### src/rtl/cpu_acc_mmio.sv
// cpu_acc_mmio: memory-mapped bridge between a CPU data port and a streaming
// accelerator. A 4-word register window at MMIO_BASE exposes CTRL, STATUS,
// DATA_IN (push to input FIFO) and DATA_OUT (pop from output FIFO); every
// other address is forwarded untouched to data memory.
// Ports:
//   clk, rst                        clock, async active-high reset
//   dmem_ren/dmem_wren, data_addr,
//   data_to_mem, data_to_cpu,
//   cpu_stall                       CPU data-side request/response
//   mem_ren/mem_wren, mem_rdata     forwarded data-memory port
//   acc_in_*                        input stream to accelerator (valid/ready)
//   acc_out_*                       result stream from accelerator (valid/ready)
//   acc_start, acc_busy, acc_done   accelerator control handshake
module cpu_acc_mmio #(
  parameter int unsigned FIFO_DEPTH = 8,
  parameter logic [15:0] MMIO_BASE  = 16'hFF00
) (
  input  logic        clk,
  input  logic        rst,
  input  logic        dmem_ren,
  input  logic        dmem_wren,
  input  logic [15:0] data_addr,
  input  logic [15:0] data_to_mem,
  output logic [15:0] data_to_cpu,
  output logic        cpu_stall,
  output logic        mem_ren,
  output logic        mem_wren,
  input  logic [15:0] mem_rdata,
  output logic [15:0] acc_in_data,
  output logic        acc_in_valid,
  input  logic        acc_in_ready,
  input  logic [15:0] acc_out_data,
  input  logic        acc_out_valid,
  output logic        acc_out_ready,
  output logic        acc_start,
  input  logic        acc_busy,
  input  logic        acc_done
);

  localparam int unsigned PTR_W = $clog2(FIFO_DEPTH);
  localparam int unsigned CNT_W = $clog2(FIFO_DEPTH) + 1;
  localparam logic [CNT_W-1:0] CNT_FULL = CNT_W'(FIFO_DEPTH);

  localparam logic [1:0] OFF_CTRL     = 2'd0;
  localparam logic [1:0] OFF_STATUS   = 2'd1;
  localparam logic [1:0] OFF_DATA_IN  = 2'd2;
  localparam logic [1:0] OFF_DATA_OUT = 2'd3;

  logic [15:0] in_mem  [FIFO_DEPTH];
  logic [15:0] out_mem [FIFO_DEPTH];

  logic [PTR_W-1:0] in_wr_ptr_q, in_wr_ptr_d, in_rd_ptr_q, in_rd_ptr_d;
  logic [PTR_W-1:0] out_wr_ptr_q, out_wr_ptr_d, out_rd_ptr_q, out_rd_ptr_d;
  logic [CNT_W-1:0] in_count_q, in_count_d, out_count_q, out_count_d;
  logic             done_q, done_d;
  logic             acc_start_q, acc_start_d;

  logic       hit, rd_req, wr_req;
  logic [1:0] offset;
  logic       ctrl_wr, status_rd, din_wr, dout_rd, flush;
  logic       in_full, in_empty, out_full, out_empty;
  logic       cpu_push_in, acc_pop_in, acc_push_out, cpu_pop_out;
  logic [15:0] status_word;

  // Address decode and access qualification; both strobes high is no access.
  always_comb begin
    hit       = (data_addr[15:2] == MMIO_BASE[15:2]);
    offset    = data_addr[1:0];
    rd_req    = dmem_ren & ~dmem_wren;
    wr_req    = dmem_wren & ~dmem_ren;
    ctrl_wr   = hit & wr_req & (offset == OFF_CTRL);
    status_rd = hit & rd_req & (offset == OFF_STATUS);
    din_wr    = hit & wr_req & (offset == OFF_DATA_IN);
    dout_rd   = hit & rd_req & (offset == OFF_DATA_OUT);
    flush     = ctrl_wr & data_to_mem[1];
  end

  // FIFO flags come from registered counts only, so a same-cycle drain never
  // lets a push into a full FIFO through.
  always_comb begin
    in_full      = (in_count_q == CNT_FULL);
    in_empty     = (in_count_q == '0);
    out_full     = (out_count_q == CNT_FULL);
    out_empty    = (out_count_q == '0);
    cpu_push_in  = din_wr & ~in_full;
    cpu_pop_out  = dout_rd & ~out_empty;
    acc_pop_in   = ~in_empty & acc_in_ready;
    acc_push_out = ~out_full & acc_out_valid;
  end

  // CPU-side combinational responses; reset drops the stall immediately.
  always_comb begin
    status_word = {8'(out_count_q), done_q, acc_busy, in_full, out_empty, 4'b0000};
    mem_ren     = dmem_ren & ~hit;
    mem_wren    = dmem_wren & ~hit;
    cpu_stall   = ~rst & ((din_wr & in_full) | (dout_rd & out_empty));
    data_to_cpu = mem_rdata;
    if (hit) begin
      data_to_cpu = 16'h0000;
      if (rd_req) begin
        case (offset)
          OFF_STATUS:   data_to_cpu = status_word;
          OFF_DATA_OUT: data_to_cpu = out_mem[out_rd_ptr_q];
          default:      data_to_cpu = 16'h0000;
        endcase
      end
    end
  end

  always_comb begin
    acc_in_valid  = ~in_empty;
    acc_in_data   = in_mem[in_rd_ptr_q];
    acc_out_ready = ~out_full;
    acc_start     = acc_start_q;
  end

  // Next-state: pointers/counts, sticky done, start pulse. Flush overrides.
  always_comb begin
    in_wr_ptr_d  = in_wr_ptr_q;
    in_rd_ptr_d  = in_rd_ptr_q;
    in_count_d   = in_count_q;
    out_wr_ptr_d = out_wr_ptr_q;
    out_rd_ptr_d = out_rd_ptr_q;
    out_count_d  = out_count_q;
    done_d       = acc_done | (done_q & ~status_rd);
    acc_start_d  = ctrl_wr & data_to_mem[0] & ~acc_busy;
    if (flush) begin
      in_wr_ptr_d  = '0;
      in_rd_ptr_d  = '0;
      in_count_d   = '0;
      out_wr_ptr_d = '0;
      out_rd_ptr_d = '0;
      out_count_d  = '0;
    end else begin
      if (cpu_push_in)  in_wr_ptr_d  = in_wr_ptr_q + PTR_W'(1);
      if (acc_pop_in)   in_rd_ptr_d  = in_rd_ptr_q + PTR_W'(1);
      if (acc_push_out) out_wr_ptr_d = out_wr_ptr_q + PTR_W'(1);
      if (cpu_pop_out)  out_rd_ptr_d = out_rd_ptr_q + PTR_W'(1);
      case ({cpu_push_in, acc_pop_in})
        2'b10:   in_count_d = in_count_q + CNT_W'(1);
        2'b01:   in_count_d = in_count_q - CNT_W'(1);
        default: in_count_d = in_count_q;
      endcase
      case ({acc_push_out, cpu_pop_out})
        2'b10:   out_count_d = out_count_q + CNT_W'(1);
        2'b01:   out_count_d = out_count_q - CNT_W'(1);
        default: out_count_d = out_count_q;
      endcase
    end
  end

  always_ff @(posedge clk or posedge rst) begin
    if (rst) begin
      in_wr_ptr_q  <= '0;
      in_rd_ptr_q  <= '0;
      in_count_q   <= '0;
      out_wr_ptr_q <= '0;
      out_rd_ptr_q <= '0;
      out_count_q  <= '0;
      done_q       <= 1'b0;
      acc_start_q  <= 1'b0;
    end else begin
      in_wr_ptr_q  <= in_wr_ptr_d;
      in_rd_ptr_q  <= in_rd_ptr_d;
      in_count_q   <= in_count_d;
      out_wr_ptr_q <= out_wr_ptr_d;
      out_rd_ptr_q <= out_rd_ptr_d;
      out_count_q  <= out_count_d;
      done_q       <= done_d;
      acc_start_q  <= acc_start_d;
    end
  end

  // FIFO storage needs no reset; contents are only visible through counts.
  always_ff @(posedge clk) begin
    if (cpu_push_in & ~flush & ~rst)  in_mem[in_wr_ptr_q]   <= data_to_mem;
    if (acc_push_out & ~flush & ~rst) out_mem[out_wr_ptr_q] <= acc_out_data;
  end

endmodule
### config.mk
export PLATFORM = sky130hd
export DESIGN_NAME = cpu_acc_mmio
export DESIGN_NICKNAME = d
export VERILOG_FILES = /design/src/rtl/cpu_acc_mmio.sv
export SDC_FILE = /design/constraint.sdc
export NUM_CORES = 1
export LEC_CHECK = 0
export ABC_AREA = 1
export CAP_MARGIN = 20
export CORE_MARGIN = 2
export CORE_UTILIZATION = 40
export DETAILED_ROUTE_END_ITERATION = 8
export DONT_BUFFER_PORTS = 1
export GPL_TIMING_DRIVEN = 0
export PLACE_DENSITY = 0.66
export SLEW_MARGIN = 0
export SYNTH_ARGS = -nofsm -noshare
export SYNTH_HDL_FRONTEND = slang
export SYNTH_SLANG_ARGS = --single-unit
### constraint.sdc
create_clock -name clk -period 2.5 [get_ports clk]
set_input_delay 0.75 -clock clk [delete_from_list [all_inputs] [get_ports clk]]
set_output_delay 0.75 -clock clk [all_outputs]
set_load 0.05 [all_outputs]
==> summary.md <==
| Metric | Value |
|---|---|
| DRT iter0 DRCs | ~960 |
| Avg Inst Size Synth | 11.87 µm² |
| Crit start category | register |
| Largest net degree at the start of global routing | 25 |
| Leak pwr | 5.252 nW |
| Dpl hpwl | between 15000 and 20000 µm |
| Maximum root-to-sink buffer count | 3 |
| Total power | 14.99 mW |
| Worst VDD drop | about 0.62 mV |
| Critical Path AT | 2220 ps |
| Critical-path cell list | inv_4 -> clkbuf_16 -> clkbuf_16 -> buf_12 -> nor2_4 -> o22ai_2 -> nor2_2 -> a31oi_4 |
| CP dominant cell by count | clkbuf_16 |
| Gpl congestion | 0.8094 |
| Skew-Pair Late Insertion Delay | approximately 540 ps |
| Failing checks | negative setup slack |
| Initial Util | 40.66% |
| P per Cell Area | roughly 970 mW/mm² |
| H-tree depth | 1 |
| Rel. slew slack | 58.93% |
| CTS Hold Buffers Added | 0 |
| Status | finished, violations left |
| Nets@finish | about 1100 |
| MaxCap Viol Count | 0 |
| Ys async rst share | under 10% |
| Fmax | around 340 MHz |
| Num CTS Buffers | 29 |
| RSZ-0062 raised after global routing | yes |
| Critical path destination | acc_in_data[5] |
| Slew Viols, Final | 0 |
| Layout cell share with drive strength beyond 1 | 33.79% |
| Post-synth net total | 1062 |
| Worst EP required | around 1800 ps |
| Detailed Route WL | around 33000 µm |
| Ranking of synthesized cells by area | edfxtp_1, nor2_1, o21ai_0 |
| Endpoints failing setup | 33 |
| Yosys Warn Count | 0 |
| Post-Synthesis Cells | 983 |
| Worst-path clk slew | 60 ps |
| Root Buffer | clkbuf_16 |
| Worst-Margin Slew | 614.7 ps |
| CP max-delay cell | dfrtp_2 |
| Clock sink total | 278 |
| Boundary pin count | 110 |
| Area share of the largest cell type after synthesis | 65.87% |
| DRC Markers | 0 |
| Routed vias/inst | 5.517 |
| Post-synthesis cell type count | 37 |
| Clock skew | 20.08 ps |
| GRT overflow | 0 |
| Count of buffers from port buffering | 0 |
| First-pass GRT wire length | 48500 µm |
| Antenna violations before repair | 0 |
| Crit path from | in_rd_ptr_q[0]$_DFFE_PP0P_ |
| Total Routing Usage GR | a little over a fifth |
| Final period util | 118.9% |
| Total die area | 0.03056 mm² |
| WS Path Type | reg -> out |
| R2r startpoint | out_count_q[0]$_DFFE_PP0P_ |
| CORE AREA | 0.02870 mm² |
| Post-synthesis sequential area ratio | a little over two thirds |
| Routed wire length per instance | 22.14 µm |
| Fin util | 53.71% |
| Ant. Diodes | 0 |
| Crit path time final | 2972 ps |
| Worst Slack Setup Final | -472.2 ps |
| Post-synth top flop | edfxtp_1 |
| EDFF count, synth | between 200 and 300 |
| Area growth syn-to-layout | 32.08% |
| Cell Area, Synth | 0.01167 mm² |
| CTS tree | done |
| R2r setup slk | 230 ps |
| Final ANT Viol Nets | 0 |
| Placement row count | 62 |
| Vias in the first global route | 8128 |
| Die W | 174.8 µm |
| R2R cell count | 13 |
| Worst min path class | in -> async |
| Crit. End Element | output pin |
| Synth Register Bits | 278 |
| Die height | 174.8 µm |
| Pre-antenna DRT Iters | 5 |
| Setup TNS Final | -13070 ps |
| Area leader, netlist | edfxtp_1 |
| Max FO, Critical Path | 6 |
| Final Hold Violating Endpoints | 0 |
| DR vias | 8126 |
| CP max stage delay | 470 ps |
| R2r endpoint | out_count_q[2]$_DFFE_PP0P_ |
## cell type report
| type | count | area [µm²] |
|---|---|---|
| Fill cell | 2294 | 13290 |
| Tap cell | 384 | 480.5 |
| Buffer | 46 | 581.8 |
| Clock buffer | 36 | 752.0 |
| Clock inverter | 17 | 87.58 |
| Inverter | 52 | 225.2 |
| Sequential cell | 278 | 8243 |
| Multi-Input combinational cell | 605 | 4252 |
| Timing Repair Buffer | 55 | 793.3 |
## per-layer routing
layer  global-route usage, %  vias to the layer above  wire [µm]
met5                       0                        -          0
met4                   7.465                        0        993
met3                   3.547                       62       2595
met2                   34.60                      342      16130
met1                   27.76                     3982      12900
li1                        -                     3740          -
## how the worst min path moves through the flow
stage / endpoint / slack, ps / cells after the start
floorplan: done_q$_DFF_PP0_ / 450 / 1
global placement: done_q$_DFF_PP0_ / 470 / 1
detailed placement: done_q$_DFF_PP0_ / 480 / 1
CTS: out_count_q[1]$_DFFE_PP0P_ / 150 / 1
global route: out_wr_ptr_q[2]$_DFFE_PP0P_ / 180 / 1
finish: done_q$_DFF_PP0_ / 150 / 1
## cells in the mapped netlist (all sizes together), types with 8 or more instances
master / number
edfxtp: 256
nor2: 212
nand2: 94
a31oi: 16
o221ai: 16
inv: 50
nand4: 10
o22ai: 42
nor3: 13
clkbuf: 40
o21ai: 152
a22o: 8
dfrtp: 22
buf: 8
nand3: 24
## report_power, final
part | internal [mW] | switching (mW)
registers | 5.36 | 0.194
logic | 1.97 | 3.61
clock network | 2.13 | 1.73
## cell usage in the layout (no fill, tap or decap), types with 17 or more instances in the layout
| cell type | instances |
|---|---|
| edfxtp_1 | 256 |
| nor2_1 | 141 |
| o21ai_0 | 82 |
| nand2_1 | 73 |
| o21ai_1 | 46 |
| nor2_2 | 41 |
| clkbuf_16 | 39 |
| nor2_4 | 30 |
| inv_1 | 28 |
| o22ai_2 | 24 |
| o21ai_2 | 23 |
| buf_12 | 22 |
| nand2_2 | 18 |
| o22ai_1 | 18 |
| dfrtp_1 | 18 |
| inv_2 | 17 |
| buf_4 | 17 |
## logic make-up (layout without fill, tap and decap cells)
| logic type | count (synthesis) | in the layout | share of synthesized area (%) |
|---|---|---|---|
| and+or+nand+nor | 355 | 355 | 13.25 |
| adders and majority gates | 7 | 7 | 0.7504 |
| buffers and inverters | 100 | 206 | 3.323 |
| xor gates and xnor gates | 5 | 5 | 0.4396 |
| AOI/OAI and AO/OA | 238 | 238 | 11.65 |
| DFF | 278 | 278 | 70.58 |
## worst max-delay path: cells and delay by family (launching register included)
| kind | cells | cell delay, ps |
|---|---|---|
| simple gates | 2 | 110 |
| flops | 1 | 470 |
| compound gates | 2 | 560 |
| buf+inv | 4 | 530 |
## sequential cells by signal, indices dropped and copies added (netlist names)
name and cells:
out_rd_ptr_q 3, in_wr_ptr_q 3, in_rd_ptr_q 3, done_q 1, in_mem 128, acc_start 1
out_mem 128, in_count_q 4, out_wr_ptr_q 3, out_count_q 4
## repair_timing
| action | in CTS | in global routing |
|---|---|---|
| setup endpoints to repair | 289 | 115 |
| buffers inserted | 34 | 14 |
| cloned | 8 | 0 |
| gates resized for setup | 278 | 100 |
| pin swaps | 91 | 59 |
## per-stage QoR
stage	instance area (µm²)	setup slack (ps)	cells	hold slack [ps]
2_1_floorplan	12270	-243.0	983	453.0
3_3_place_gp	12750	-813.2	1367	466.1
3_5_place_dp	12760	-808.0	1368	476.8
4_1_cts	14960	-476.8	1461	146.7
5_1_grt	15410	-536.4	1473	179.1
6_report	15410	-472.2	1473	149.0
No activity file was read; power rests on OpenSTA's default activity.
==> RTL change 1 (same flow settings) <==
The parameter `FIFO_DEPTH` goes from 8 to 16.
--- a/src/rtl/cpu_acc_mmio.sv
+++ b/src/rtl/cpu_acc_mmio.sv
@@ -14,3 +14,3 @@
 module cpu_acc_mmio #(
-  parameter int unsigned FIFO_DEPTH = 8,
+  parameter int unsigned FIFO_DEPTH = 16,
   parameter logic [15:0] MMIO_BASE  = 16'hFF00
Behaviour: no difference found for any inputs over 4 cycles, from zero or initial values and one cycle with rst high; that may be too few to reach the edited logic, so the function may still have changed.
==> RTL change 1 against the original RTL <==
  * The flow still finishes with violations (negative setup slack)
  * Sequential cell count up 262
  * Clock skew down 1.2 ps
  * Wire length up 96%
  * Synthesized area up 93%
  * Final area up 83%
  * Clock power up 110%
  * Setup slack worse by 370 ps
  * Total power up 76%
  * Largest power group is now registers
==> RTL change 1: results (changes against the original RTL) <==
| Metric | Value |
|---|---|
| Worst Skew | 18.84 ps (-1.237 ps) |
| Largest regs | in_mem x256, out_mem x256 |
| Gr usage total | 21.64% (+0.79 points) |
| Worst reg2reg path depth | 16 (+3) |
| Compound-Gate Fraction of Synth Area | 12.29% (+0.64 points) |
| Post-synthesis mux area share | 2.842% (+2.8 points) |
| Diode count | 0 (unchanged) |
| Failing checks | negative setup slack |
| Syn nets | 1,830 (+72%) |
| Area after DPL | 23,870 um^2 (+87%) |
| Layout fillers | 4,588 (+100%) |
| Post-synth ARST share | 5.185% (-2.7 points) |
| CP max-delay cell | dfrtp_2 |
| Number of synthesized flops with an enable pin | 512 (+100%) |
| Clock transition at path regs | 70 ps |
| GPL Wtd Cong | 0.8500 (+5.0%) |
| Hold Path Class | input port to async pin |
| Xor and xnor fraction of the mapped netlist area | 0.2720% (-0.17 points) |
| Cell chosen for the clock root | clkbuf_16 |
| Antenna violations before repair | 0 (unchanged) |
| Pin count of the biggest net entering global routing | 19 (-24%) |
| DRT iter0 DRCs | 1,584 (+66%) |
| Post-synthesis adder-cell area fraction | 0.7215% (-0.029 points) |
| Share of post-route cells with drive strength above 1 | 25.77% (-8.0 points) |
| Slew @ Worst Pin | 1046 ps (+431.2 ps) |
| Routed vias/inst | 5.701 (+3.3%) |
| Worst setup margin | -846.8 ps (-374.7 ps) |
| Wire per inst | 23.75 um (+7.3%) |
| Post-synth top cells | edfxtp_1 (512), o21ai_0 (228), nor2_1 (183), nand2_1 (131), inv_1 (106) |
| Leak pwr | 0.009772 uW (+86%) |
| Final core utilization | 50.21% (-3.5 points) |
| Status | complete, but fails checks |
| TritonCTS buffer count | 55 (+90%) |
| Setup TNS | -23,050 ps (-9979 ps) |
| Critical path arrival | 2600 ps (+380 ps) |
| CTS Buffer Depth | 3 (unchanged) |
| Synth area leaders | edfxtp_1 (68%), o21ai_0 (5.1%), dfrtp_1 (3.1%) |
| Drt pass-1 iters | 5 (unchanged) |
| Netlist cell types | 45 (+22%) |
| Nets | 1,978 (+73%) |
| Port bufs | 0 (unchanged) |
| Number of global-route vias before repair | 15,400 (+89%) |
| First-pass GRT wire length | 93.34 mm (+92%) |
| VDD IR-drop max | 0.7107 mV (+15%) |
| Clock latency on the worst-skew pair | 630 ps (+90 ps) |
| Sequential area share after synthesis | 71.31% (+0.73 points) |
| CTS H-tree depth | 2 (+1) |
| Crit path max fanout | 10 (+4) |
| HPWL Detailed | 38.51 mm (+100%) |
| CP peak stage delay | 510 ps (+40 ps) |
| Final setup fails | 52 (+58%) |
-- RTL change 1: cell count changes after synthesis, sizes merged, moves of 56 or more --
| cell | change |
|---|---|
| edfxtp | +256 |
| inv | +70 |
| a21oi | +68 |
| nand2 | +56 |
| o21ai | +102 |
| mux2i | +64 |
| o211ai | +69 |
-- RTL change 1: worst paths after layout --
path | from | to | slack [ps]
max | out_rd_ptr_q[0]$_DFFE_PP0P_ | data_to_cpu[10] | -850
min | rst | in_count_q[0]$_DFFE_PP0P_ | 130
max reg2reg | in_count_q[1]$_DFFE_PP0P_ | in_count_q[4]$_DFFE_PP0P_ | -220
min reg2reg | done_q$_DFF_PP0_ | done_q$_DFF_PP0_ | 560
max in group asynchronous | rst | out_rd_ptr_q[3]$_DFFE_PP0P_ | 1820
min in group clk | acc_busy | acc_start$_DFF_PP0_ | 200
-- RTL change 1: stage by stage --
stage	std cells	setup WS (ps)
2_1_floorplan	1745	-445.0
3_3_place_gp	2501	-893.4
3_5_place_dp	2507	-867.0
4_1_cts	2677	-825.3
5_1_grt	2696	-901.3
6_report	2696	-846.8
-- RTL change 1: critical path, delay by kind of cell, from the launching register on --
family | cells | cell delay (ps)
DFF | 1 | 510
buffers and inverters | 2 | 380
AOI/OAI and AO/OA | 4 | 870
and+or+nand+nor | 2 | 190
-- RTL change 1: layout make-up --
| cell class | count | area share, % |
|---|---|---|
| inverter | 125 | 1.734 |
| multi-input combinational | 981 | 22.92 |
| sequential | 540 | 57.15 |
| timing repair buffer | 95 | 5.103 |
| buffer | 95 | 3.627 |
| clock buffer | 77 | 5.255 |
| clock inverter | 27 | 0.8580 |
| tap | 756 | 3.361 |
-- RTL change 1: report_power, final --
part           switching, uW  internal [uW]  leakage, uW
combinational           5100           2820      0.00401
sequential               257          10200      0.00493
clock                   3480           4470     0.000840
-- RTL change 1: cell families (layout without fill, tap and decap cells) --
kind of cell	after synthesis	after routing
simple gates	423	423
xor+xnor	7	7
compound gates	474	474
fa+ha+maj	13	13
mux	64	64
buf+inv	224	419
flops	540	540
-- RTL change 1: per-layer routing --
metal  wire (um)  global-route usage, %  share of wire, %
met1       24610                  27.42                38
met2       31600                  36.44                49
met3        5667                  4.307               8.9
met4        2143                  8.829               3.3
met5           0                      0                 0
-- RTL change 1: what timing repair did --
action / in CTS / in global routing
resized for setup: 339 / 157
buffers inserted: 58 / 18
setup endpoints to repair: 552 / 313
pin swaps: 91 / 89
hold endpoints to repair: 0 / 0
cloned: 11 / 5
==> RTL change 2 (same settings) <==
Made on the original files. One comparison of `in_count_q` changes from == to >=.
--- a/src/rtl/cpu_acc_mmio.sv
+++ b/src/rtl/cpu_acc_mmio.sv
@@ -80,3 +80,3 @@
   always_comb begin
-    in_full      = (in_count_q == CNT_FULL);
+    in_full      = (in_count_q >= CNT_FULL);
     in_empty     = (in_count_q == '0);
Check against the original RTL: no difference found for any inputs over 4 cycles, from zero or initial values and one cycle with rst high; that may be too few to reach the edited logic, so the function may still have changed.
==> RTL change 2 against the original RTL <==
  * The run still ends with negative setup slack left
  * Total power is 0.24% higher
  * Via count about the same
  * Clock skew is 7.1 ps lower
  * Count of clock-buffer cells in the layout increased by 6
  * Setup slack gained 60 ps
  * Die area decreased by 0.71%
  * Cell count decreased by 0.54%
  * Wire length is 4.1% lower
  * First-iteration DRC count decreased by 26%
  * Synthesized area decreased by 0.73%
  * Final area down 2.4%
  * Sequential cell count did not move
  * Critical path type unchanged
  * Critical endpoint is now data_to_cpu[10]
  * Highest routed layer unchanged
==> RTL change 2: results (changes against the original RTL) <==
| Metric | Value |
|---|---|
| Status | complete, but fails checks |
| Failing checks | negative setup slack |
| Placed cells | 1,364 (-0.29%) |
| Netlist cell types | 35 (-5.4%) |
| CTS H-tree depth | 1 (unchanged) |
| Drt pass-1 iters | 5 (unchanged) |
| Antenna violations before repair | 1 (+1) |
| Final non-filler cell total | 1,465 (-0.54%) |
| Post-synth top cells | edfxtp_1 (256), nor2_1 (203), o21ai_0 (142), nand2_1 (103), inv_1 (43) |
| Share of post-route cells with drive strength above 1 | 31.48% (-2.3 points) |
| VDD IR-drop max | 0.6372 mV (+3.2%) |
| First-pass GRT wire length | 45.98 mm (-5.2%) |
| Wire per inst | 21.34 um (-3.6%) |
| Worst setup margin | -411.9 ps (+60.24 ps) |
| Routed vias/inst | 5.549 (+0.58%) |
| Grt met1 use | 26.02% (-1.7 points) |
| Leak pwr | 0.005248 uW (about the same) |
| Hold Path Class | input port to async pin |
| GPL Wtd Cong | 0.8446 (+4.3%) |
| Sequential area share after synthesis | 71.10% (+0.52 points) |
| HPWL Detailed | 18.30 mm (-3.3%) |
| GR Util met2 | 33.61% (-0.99 points) |
| Worst reg2reg path depth | 14 (+1) |
| Largest regs | in_mem x128, out_mem x128 |
| Setup WS pre-CTS | -1001 ps (-192.7 ps) |
| Gr usage total | 19.87% (-0.98 points) |
| TritonCTS buffer count | 28 (-3.4%) |
| Worst Skew | 13.02 ps (-7.057 ps) |
| CP peak stage delay | 410 ps (-60 ps) |
| DRT iter0 DRCs | 704 (-26%) |
| Nets | 1,137 (-0.79%) |
| Crit path max fanout | 8 (+2) |
| Global Route met3 Usage | 4.112% (+0.57 points) |
| Routed Antenna Nets | 0 (unchanged) |
| Critical path arrival | 2160 ps (-60 ps) |
| Pin count of the biggest net entering global routing | 27 (+8.0%) |
| Final setup fails | 33 (unchanged) |
| Number of global-route vias before repair | 7,850 (-3.4%) |
| Slew margin rel. | 50.45% (-8.5 points) |
| Synth Instances | 977 (-0.61%) |
| Ys Warns | 0 (unchanged) |
| CP max-delay cell | o221ai_4 |
| Synth area leaders | edfxtp_1 (66%), nor2_1 (6.6%), o21ai_0 (6.1%) |
| Area after DPL | 12,600 um^2 (-1.3%) |
==> RTL change 2: cell types whose count changed in the layout (fill, tap and decap cells not counted), sizes merged, moves of 2 or more <==
cell and change:
clkbuf -8, nor3 -9, nand3b -2, nor2 -2, nand4 -3, nand3 -3
o21ai -6, a21oi +2, inv +3, clkinv -9, xor2 -2, buf +12
nand2 +16
==> RTL change 2: cell type report <==
type,instances,area (um^2)
timing repair buffer,53,633.1
inverter,54,245.2
buffer,46,529.3
tap,384,480.5
fill,2269,13580
sequential,278,8244
clock buffer,42,814.5
antenna,1,2.502
clock inverter,10,75.07
multi-input combinational,597,4020
==> RTL change 2: worst paths after layout <==
path | slack (ps) | to | from
worst max-delay path | -410 | data_to_cpu[10] | out_rd_ptr_q[0]$_DFFE_PP0P_
worst min-delay path | 150 | in_count_q[3]$_DFFE_PP0P_ | rst
worst max register to register | 30 | in_count_q[3]$_DFFE_PP0P_ | in_count_q[3]$_DFFE_PP0P_
worst min register to register | 490 | done_q$_DFF_PP0_ | done_q$_DFF_PP0_
max in group asynchronous | 1950 | in_rd_ptr_q[1]$_DFFE_PP0P_ | rst
min in group clk | 300 | in_mem[6][4]$_DFFE_PP_ | data_to_mem[4]
==> RTL change 2: timing repair <==
item | 4_1_cts | 5_1_grt
setup buffers | 33 | 10
endpoints found under the hold margin | 0 | 0
pin swaps | 73 | 69
setup endpoints to repair | 245 | 126
gates resized for setup | 228 | 119
gates cloned | 6 | 1
==> RTL change 2: power breakdown <==
part	switching (uW)	leakage (uW)	internal, uW
logic	3560	0.00226	1880
clock network	1710	0.000439	2340
registers	181	0.00255	5350
==> RTL change 2: per-layer routing <==
metal	part of all wire [%]	vias up
met4	2.8	0
met3	8.4	82
met5	0	-
met2	50	350
li1	-	3692
met1	39	4005
==> RTL change 2: metrics by stage <==
stage / utilization, % / TNS [ps] / hold slack, ps / power, uW
final: 52.56 / -10590 / 152.5 / 15020
after global placement: 43.78 / -155920 / 466.1 / 9593
after CTS: 51.01 / -12080 / 150.9 / 14640
after global routing: 52.55 / -12940 / 171.0 / 15560
after floorplan: - / -9935 / 453.0 / 8777
after detailed placement: 44.02 / -155770 / 472.5 / 9701
==> RTL change 2: cell families after synthesis <==
group	share of synthesized area (%)
compound gates	11.71
simple gates	12.83
buf+inv	3.380
flops	71.10
xor+xnor	0.2268
fa+ha+maj	0.7559
